`config.mk`:
```
export PLATFORM = sky130hd
export DESIGN_NAME = alu_issue_ctrl_flat
export DESIGN_NICKNAME = d
export VERILOG_FILES = /design/src/rtl/alu_issue_ctrl_if.sv /design/src/rtl/alu_issue_ctrl.sv /design/src/flat_wrapper.sv
export SDC_FILE = /design/constraint.sdc
export NUM_CORES = 1
export LEC_CHECK = 0
export CAP_MARGIN = 20
export CORE_ASPECT_RATIO = 1.25
export CORE_MARGIN = 2
export CORE_UTILIZATION = 58
export CTS_CLUSTER_SIZE = 40
export DETAILED_ROUTE_END_ITERATION = 12
export PLACE_DENSITY_LB_ADDON = 0.25
export SYNTH_ARGS = -nofsm -noshare
export SYNTH_HDL_FRONTEND = slang
export SYNTH_SLANG_ARGS = --single-unit
```
`constraint.sdc`:
```
create_clock -name clk -period 4.1 [get_ports clk]
set_input_delay 1.025 -clock clk [delete_from_list [all_inputs] [get_ports clk]]
set_output_delay 1.025 -clock clk [all_outputs]
set_load 0.02 [all_outputs]
```
`src/rtl/alu_issue_ctrl_if.sv`:
```
// Command and response handshake bundle between a requester and alu_issue_ctrl.
// cmd_chain is present only when ALU_ISSUE_CHAIN_EN is defined.
`timescale 1ns/1ps
interface alu_issue_ctrl_if;
   logic       cmd_valid;
   logic       cmd_ready;
   logic [3:0] cmd_op;
   logic [3:0] cmd_x;
   logic [3:0] cmd_y;
`ifdef ALU_ISSUE_CHAIN_EN
   logic       cmd_chain;
`endif
   logic       rsp_valid;
   logic       rsp_ready;
   logic [3:0] rsp_data;
   logic       rsp_cout;
   logic       rsp_err;

   modport master (
      output cmd_valid, cmd_op, cmd_x, cmd_y,
`ifdef ALU_ISSUE_CHAIN_EN
      output cmd_chain,
`endif
      input  cmd_ready,
      input  rsp_valid, rsp_data, rsp_cout, rsp_err,
      output rsp_ready
   );

   modport slave (
      input  cmd_valid, cmd_op, cmd_x, cmd_y,
`ifdef ALU_ISSUE_CHAIN_EN
      input  cmd_chain,
`endif
      output cmd_ready,
      output rsp_valid, rsp_data, rsp_cout, rsp_err,
      input  rsp_ready
   );
endinterface

```
`src/rtl/alu_issue_ctrl.sv`:
```
// Issue controller for a combinational 4-bit ALU: command FIFO, IDLE/DRIVE/RESP sequencer, in-order responses.
// Define ALU_ISSUE_CHAIN_EN to add cmd_chain, which feeds the previous ALU result back as operand x.
`timescale 1ns/1ps
module alu_issue_ctrl #(
   parameter int FIFO_DEPTH    = 4,
   parameter int SETTLE_CYCLES = 1
) (
   input  logic                   clk,
   input  logic                   rst_n,
   alu_issue_ctrl_if.slave        bus,
   output logic [3:0]             alu_x,
   output logic [3:0]             alu_y,
   output logic [3:0]             alu_op,
   input  logic [3:0]             alu_o,
   input  logic                   alu_cout,
   output logic                   busy,
   output logic [7:0]             cnt_issued
);

   localparam int PTR_W = (FIFO_DEPTH > 1) ? $clog2(FIFO_DEPTH) : 1;
   localparam int OCC_W = $clog2(FIFO_DEPTH + 1);
   localparam int SET_W = $clog2(SETTLE_CYCLES + 1);
   localparam logic [OCC_W-1:0] OCC_FULL = OCC_W'(FIFO_DEPTH);
   localparam logic [SET_W-1:0] SET_LOAD = SET_W'(SETTLE_CYCLES);

   typedef struct packed {
`ifdef ALU_ISSUE_CHAIN_EN
      logic       chain;
`endif
      logic [3:0] op;
      logic [3:0] x;
      logic [3:0] y;
   } cmd_t;

   typedef enum logic [1:0] {
      IDLE  = 2'd0,
      DRIVE = 2'd1,
      RESP  = 2'd2
   } state_t;

   cmd_t             fifo_mem_q [FIFO_DEPTH];
   cmd_t             wr_entry_d;
   cmd_t             head;
   logic [PTR_W-1:0] wr_ptr_q, wr_ptr_d;
   logic [PTR_W-1:0] rd_ptr_q, rd_ptr_d;
   logic [OCC_W-1:0] occ_q, occ_d;
   logic             full, empty, push, pop;

   state_t           state_q, state_d;
   logic [3:0]       alu_x_q, alu_x_d;
   logic [3:0]       alu_y_q, alu_y_d;
   logic [3:0]       alu_op_q, alu_op_d;
   logic [SET_W-1:0] settle_q, settle_d;
   logic [7:0]       cnt_q, cnt_d;
   logic             rsp_valid_q, rsp_valid_d;
   logic [3:0]       rsp_data_q, rsp_data_d;
   logic             rsp_cout_q, rsp_cout_d;
   logic             rsp_err_q, rsp_err_d;
`ifdef ALU_ISSUE_CHAIN_EN
   logic [3:0]       last_o_q, last_o_d;
`endif

   function automatic logic op_is_legal(input logic [3:0] op);
      return (op >= 4'd1) && (op <= 4'd11);
   endfunction

   assign full  = (occ_q == OCC_FULL);
   assign empty = (occ_q == '0);

   always_comb begin
      wr_entry_d    = '0;
      wr_entry_d.op = bus.cmd_op;
      wr_entry_d.x  = bus.cmd_x;
      wr_entry_d.y  = bus.cmd_y;
`ifdef ALU_ISSUE_CHAIN_EN
      wr_entry_d.chain = bus.cmd_chain;
`endif
   end

   // Storage carries no reset; occupancy alone decides what is valid.
   always_ff @(posedge clk) begin
      if (push) begin
         fifo_mem_q[wr_ptr_q] <= wr_entry_d;
      end
   end

   always_comb begin
      head        = fifo_mem_q[rd_ptr_q];
      push        = bus.cmd_valid && !full;
      pop         = 1'b0;
      state_d     = state_q;
      alu_x_d     = alu_x_q;
      alu_y_d     = alu_y_q;
      alu_op_d    = alu_op_q;
      settle_d    = settle_q;
      cnt_d       = cnt_q;
      rsp_valid_d = rsp_valid_q;
      rsp_data_d  = rsp_data_q;
      rsp_cout_d  = rsp_cout_q;
      rsp_err_d   = rsp_err_q;
`ifdef ALU_ISSUE_CHAIN_EN
      last_o_d    = last_o_q;
`endif

      case (state_q)
         IDLE: begin
            if (empty) begin
               alu_op_d = '0;
            end else begin
               pop = 1'b1;
               if (op_is_legal(head.op)) begin
`ifdef ALU_ISSUE_CHAIN_EN
                  alu_x_d = head.chain ? last_o_q : head.x;
`else
                  alu_x_d = head.x;
`endif
                  alu_y_d  = head.y;
                  alu_op_d = head.op;
                  settle_d = SET_LOAD;
                  cnt_d    = cnt_q + 8'd1;
                  state_d  = DRIVE;
               end else begin
                  // Illegal ops never reach the ALU; alu_* keep their last value.
                  rsp_data_d  = '0;
                  rsp_cout_d  = 1'b0;
                  rsp_err_d   = 1'b1;
                  rsp_valid_d = 1'b1;
                  state_d     = RESP;
               end
            end
         end
         DRIVE: begin
            settle_d = settle_q - SET_W'(1);
            if (settle_q == SET_W'(1)) begin
               rsp_data_d  = alu_o;
               rsp_cout_d  = alu_cout;
               rsp_err_d   = 1'b0;
               rsp_valid_d = 1'b1;
`ifdef ALU_ISSUE_CHAIN_EN
               last_o_d    = alu_o;
`endif
               state_d     = RESP;
            end
         end
         RESP: begin
            if (bus.rsp_ready) begin
               rsp_valid_d = 1'b0;
               state_d     = IDLE;
            end
         end
         default: state_d = IDLE;
      endcase

      wr_ptr_d = push ? wr_ptr_q + PTR_W'(1) : wr_ptr_q;
      rd_ptr_d = pop  ? rd_ptr_q + PTR_W'(1) : rd_ptr_q;
      case ({push, pop})
         2'b10:   occ_d = occ_q + OCC_W'(1);
         2'b01:   occ_d = occ_q - OCC_W'(1);
         default: occ_d = occ_q;
      endcase
   end

   always_ff @(posedge clk) begin
      if (!rst_n) begin
         state_q     <= IDLE;
         wr_ptr_q    <= '0;
         rd_ptr_q    <= '0;
         occ_q       <= '0;
         alu_x_q     <= '0;
         alu_y_q     <= '0;
         alu_op_q    <= '0;
         settle_q    <= '0;
         cnt_q       <= '0;
         rsp_valid_q <= 1'b0;
         rsp_data_q  <= '0;
         rsp_cout_q  <= 1'b0;
         rsp_err_q   <= 1'b0;
`ifdef ALU_ISSUE_CHAIN_EN
         last_o_q    <= '0;
`endif
      end else begin
         state_q     <= state_d;
         wr_ptr_q    <= wr_ptr_d;
         rd_ptr_q    <= rd_ptr_d;
         occ_q       <= occ_d;
         alu_x_q     <= alu_x_d;
         alu_y_q     <= alu_y_d;
         alu_op_q    <= alu_op_d;
         settle_q    <= settle_d;
         cnt_q       <= cnt_d;
         rsp_valid_q <= rsp_valid_d;
         rsp_data_q  <= rsp_data_d;
         rsp_cout_q  <= rsp_cout_d;
         rsp_err_q   <= rsp_err_d;
`ifdef ALU_ISSUE_CHAIN_EN
         last_o_q    <= last_o_d;
`endif
      end
   end

   assign bus.cmd_ready = !full;
   assign bus.rsp_valid = rsp_valid_q;
   assign bus.rsp_data  = rsp_data_q;
   assign bus.rsp_cout  = rsp_cout_q;
   assign bus.rsp_err   = rsp_err_q;
   assign alu_x         = alu_x_q;
   assign alu_y         = alu_y_q;
   assign alu_op        = alu_op_q;
   assign cnt_issued    = cnt_q;
   assign busy          = (state_q != IDLE) || !empty;

endmodule

```
`src/flat_wrapper.sv`:
```
// flat-port wrapper written by rule: the top's interface ports become plain ports
module alu_issue_ctrl_flat 
#(
   parameter int FIFO_DEPTH    = 4,
   parameter int SETTLE_CYCLES = 1
)
  (clk, rst_n, alu_x, alu_y, alu_op, alu_o, alu_cout, busy, cnt_issued, bus_cmd_valid, bus_cmd_op, bus_cmd_x, bus_cmd_y, bus_cmd_ready, bus_rsp_valid, bus_rsp_data, bus_rsp_cout, bus_rsp_err, bus_rsp_ready);
  alu_issue_ctrl_if bus_i ();
  input  logic clk;
  input  logic rst_n;
  output logic [3:0] alu_x;
  output logic [3:0] alu_y;
  output logic [3:0] alu_op;
  input  logic [3:0] alu_o;
  input  logic alu_cout;
  output logic busy;
  output logic [7:0] cnt_issued;
  input wire logic [$bits(bus_i.cmd_valid)-1:0] bus_cmd_valid;
  input wire logic [$bits(bus_i.cmd_op)-1:0] bus_cmd_op;
  input wire logic [$bits(bus_i.cmd_x)-1:0] bus_cmd_x;
  input wire logic [$bits(bus_i.cmd_y)-1:0] bus_cmd_y;
  output wire logic [$bits(bus_i.cmd_ready)-1:0] bus_cmd_ready;
  output wire logic [$bits(bus_i.rsp_valid)-1:0] bus_rsp_valid;
  output wire logic [$bits(bus_i.rsp_data)-1:0] bus_rsp_data;
  output wire logic [$bits(bus_i.rsp_cout)-1:0] bus_rsp_cout;
  output wire logic [$bits(bus_i.rsp_err)-1:0] bus_rsp_err;
  input wire logic [$bits(bus_i.rsp_ready)-1:0] bus_rsp_ready;
  assign bus_i.cmd_valid = bus_cmd_valid;
  assign bus_i.cmd_op = bus_cmd_op;
  assign bus_i.cmd_x = bus_cmd_x;
  assign bus_i.cmd_y = bus_cmd_y;
  assign bus_cmd_ready = bus_i.cmd_ready;
  assign bus_rsp_valid = bus_i.rsp_valid;
  assign bus_rsp_data = bus_i.rsp_data;
  assign bus_rsp_cout = bus_i.rsp_cout;
  assign bus_rsp_err = bus_i.rsp_err;
  assign bus_i.rsp_ready = bus_rsp_ready;
  alu_issue_ctrl #(.FIFO_DEPTH(FIFO_DEPTH), .SETTLE_CYCLES(SETTLE_CYCLES)) u_core (.clk(clk), .rst_n(rst_n), .bus(bus_i), .alu_x(alu_x), .alu_y(alu_y), .alu_op(alu_op), .alu_o(alu_o), .alu_cout(alu_cout), .busy(busy), .cnt_issued(cnt_issued));
endmodule
```
==> run summary <==
status: completed
chip height: 91.8 um
FILL cells: 435
unrepaired setup endpoints after global routing: false
ANT cells: 0
Syn Nets: 311
TNS Setup: 0 ns
fin crit share: 78.4%
vias in the first global route: 2354
Yosys warnings: 0
hold_buf cts: 0
Hold Crit Class: flop to flop
I/O Buffers: 49
worst setup margin: 0.885 ns
Layout Skew: 0.0112 ns
Max Cap Violations: 0
antenna viol nets, final: 0
EDFF count, synth: 48
Clk network pwr share: 21.9%
clk root buf: clkbuf_8
Layout Cells excl Fill: 418
Final Critical Period: 3.21 ns
crit path DAT: 2.19 ns
layout cells sized above 1: 9.61%
PwrDens: 678 nW/um^2
worst skew pair latency: 0.35 ns
Sw Share: 35.8%
critical-path cell list: nor3_1 > nand2_1 > clkdlybuf4s50_1
DRC viols: 0
crit start category: flop
via count: 2434
worst vdd ir: 448 uV
switching pwr: 1050 uW
Max-slew headroom: 34.8%
Max clock buf depth: 2
internal power: 1890 uW
Final setup viols: 0
largest net degree at the start of global routing: 31
Tot Pwr: 2940 uW
drt pass-1 iters: 5
placed instance count: 402
sequential power share: 41.3%
Synth Instances: 283
Die Area: 6810 sq um
Detail Placement HPWL: 4.69 mm
core area: 6090 sq um
FP Rows: 32
Final Max Tran Viols: 0
initial DRC count: 161
H-tree depth: 3
vias per inst: 5.82
num ports: 50
Synth Register Bits: 87
kind of end point of the critical path: output port
Post-Syn Area: 3580 sq um
clk sinks: 87
Final Hold Violating Endpoints: 0
initial antenna violation count: 0
max incr delay on CP: 0.71 ns
CTS clock-pin slew for the worst setup and hold paths: 0.09 ns
Total Nets Final: 356
Slew @ Worst Pin: 0.977 ns
post-cts resize count: 0
post-synthesis sequential area ratio: 62.1%
Total Routing Usage GR: 21.9%
Leak Pwr: 0.00145 uW
Max Clock Freq: 311 MHz
first-pass GRT wire length: 11.2 mm
Die X: 74.2 um
Initial Util: 58.8%
slowest CP cell: nor3_1
Post-CTS Setup Bufs: 0
GRT overflow: 0
P&R area growth vs syn: 21.3%
GP Congestion: 0.828
Netlist cell types: 41
Crit Path Class: flop to output port
WP data required: 3.07 ns
Max FO, Critical Path: 7
drt total wl: 6.95 mm
ys flop type: edfxtp_1
pre-CTS WS: 1.01 ns
FFs w/ async S/R, synth: 0%
WL/cell: 16.6 um
Comb pwr share: 36.8%
Synth Area per Inst: 12.6 sq um
number of buffers created by CTS: 9
CTS tree: built
cells in the final DEF (no fill, tap or decap), drive strengths merged, types with 2 or more instances in the layout:
| cell type | instances |
|---|---|
| nand2 | 16 |
| a311oi | 5 |
| bufinv | 2 |
| o2111ai | 3 |
| ha | 6 |
| edfxtp | 48 |
| mux4 | 12 |
| nand2b | 3 |
| inv | 10 |
| nor2 | 11 |
| a31oi | 3 |
| dfxtp | 39 |
| a211oi | 2 |
| clkinv | 3 |
| clkdlybuf4s50 | 49 |
| mux2i | 2 |
| xor2 | 3 |
| xnor2 | 2 |
| o21ai | 12 |
| or4 | 5 |
| o31a | 2 |
| and2 | 2 |
| and3 | 5 |
| nor4 | 2 |
| nor3 | 2 |
| nand3 | 20 |
| buf | 4 |
| a21oi | 26 |
| o31ai | 4 |
| o211ai | 2 |
| or3 | 6 |
| clkbuf | 11 |
| nand4 | 2 |
cell families (layout without fill, tap and decap cells):
family / count (synthesis) / after routing / synth area share, %
adder cells (fa/ha/maj): 7 / 7 / 2.66
flip-flops: 87 / 87 / 62.1
multiplexers: 14 / 14 / 8.12
AO/OA/AOI/OAI: 63 / 63 / 11.1
XOR/XNOR: 5 / 5 / 1.22
AND/OR/NAND/NOR: 78 / 78 / 11.4
buffers and inverters: 29 / 79 / 3.39
stage by stage:
stage | util [%] | hold slack [ns] | instance area (sq um)
after floorplan | - | 0.469 | 3580
after global placement | 67.8 | 0.437 | 4130
after detailed placement | 67.8 | 0.439 | 4130
after CTS | 71.3 | 0.452 | 4340
after global routing | 71.3 | 0.490 | 4340
final | 71.3 | 0.451 | 4340
power groups by stage:
stage | combinational (uW) | clock, uW | sequential [uW]
floorplan | 718 | 0 | 1240
global placement | 1040 | 0 | 1230
detailed placement | 1070 | 0 | 1240
CTS | 1080 | 650 | 1220
global route | 1180 | 687 | 1240
finish | 1080 | 645 | 1210
synth_stat cells, drive strengths merged, types with 6 or more instances:
cell type | n | area share, %
a21oi | 26 | 3.6
buf | 7 | 1.1
clkbuf | 12 | 1.3
dfxtp | 39 | 22
edfxtp | 48 | 40
ha | 6 | 2.1
inv | 10 | 1.0
mux4 | 12 | 7.6
nand2 | 16 | 1.7
nand3 | 20 | 2.8
nor2 | 11 | 1.2
o21ai | 12 | 1.7
or3 | 6 | 1.0
worst max-delay path: cells and delay by family (launching register included):
| family | cells | cell delay, ns |
|---|---|---|
| simple gates | 2 | 0.88 |
| flops | 1 | 0.37 |
| buf+inv | 1 | 0.59 |
layer usage:
layer,up-vias,wire length (um),global-route usage [%]
met4,0,104,10.3
met3,10,299,5.05
li1,1168,-,-
met2,63,3600,35.0
met5,-,0,0
met1,1193,2950,28.1
flip-flops by register name, indices dropped and copies added, names as in the netlist, named ones only:
register,cells
u_core.fifo_mem_q,48
u_core.cnt_issued,8
u_core.alu_op,4
u_core.alu_x,4
u_core.alu_y,4
u_core.bus.rsp_data,4
u_core.occ_q,3
u_core.rd_ptr_q,2
u_core.state_q,2
u_core.wr_ptr_q,2
u_core.bus.rsp_cout,1
u_core.bus.rsp_err,1
u_core.bus.rsp_valid,1
u_core.settle_q,1
final timing paths:
| kind | start | end | slack (ns) | cells past startpoint |
|---|---|---|---|---|
| setup / recovery | u_core.occ_q[0] | busy | 0.89 | 3 |
| hold / removal | u_core.bus.rsp_err | u_core.bus.rsp_err | 0.45 | 2 |
| setup reg to reg | flop | u_core.cnt_issued[2] | 1.42 | 5 |
| hold reg to reg | u_core.bus.rsp_err | u_core.bus.rsp_err | 0.45 | 2 |
layout make-up:
class                           instances  area, sq um  area share [%]
Clock buffer                           11          131            3.03
Sequential cell                        87         2220            51.2
Clock inverter                          5         82.6            1.90
Multi-Input combinational cell        167         1240            28.5
Tap cell                               85          106            2.45
Timing Repair Buffer                   53          520            12.0
Inverter                               10         37.5           0.865
(Power assumes the default switching activity.)
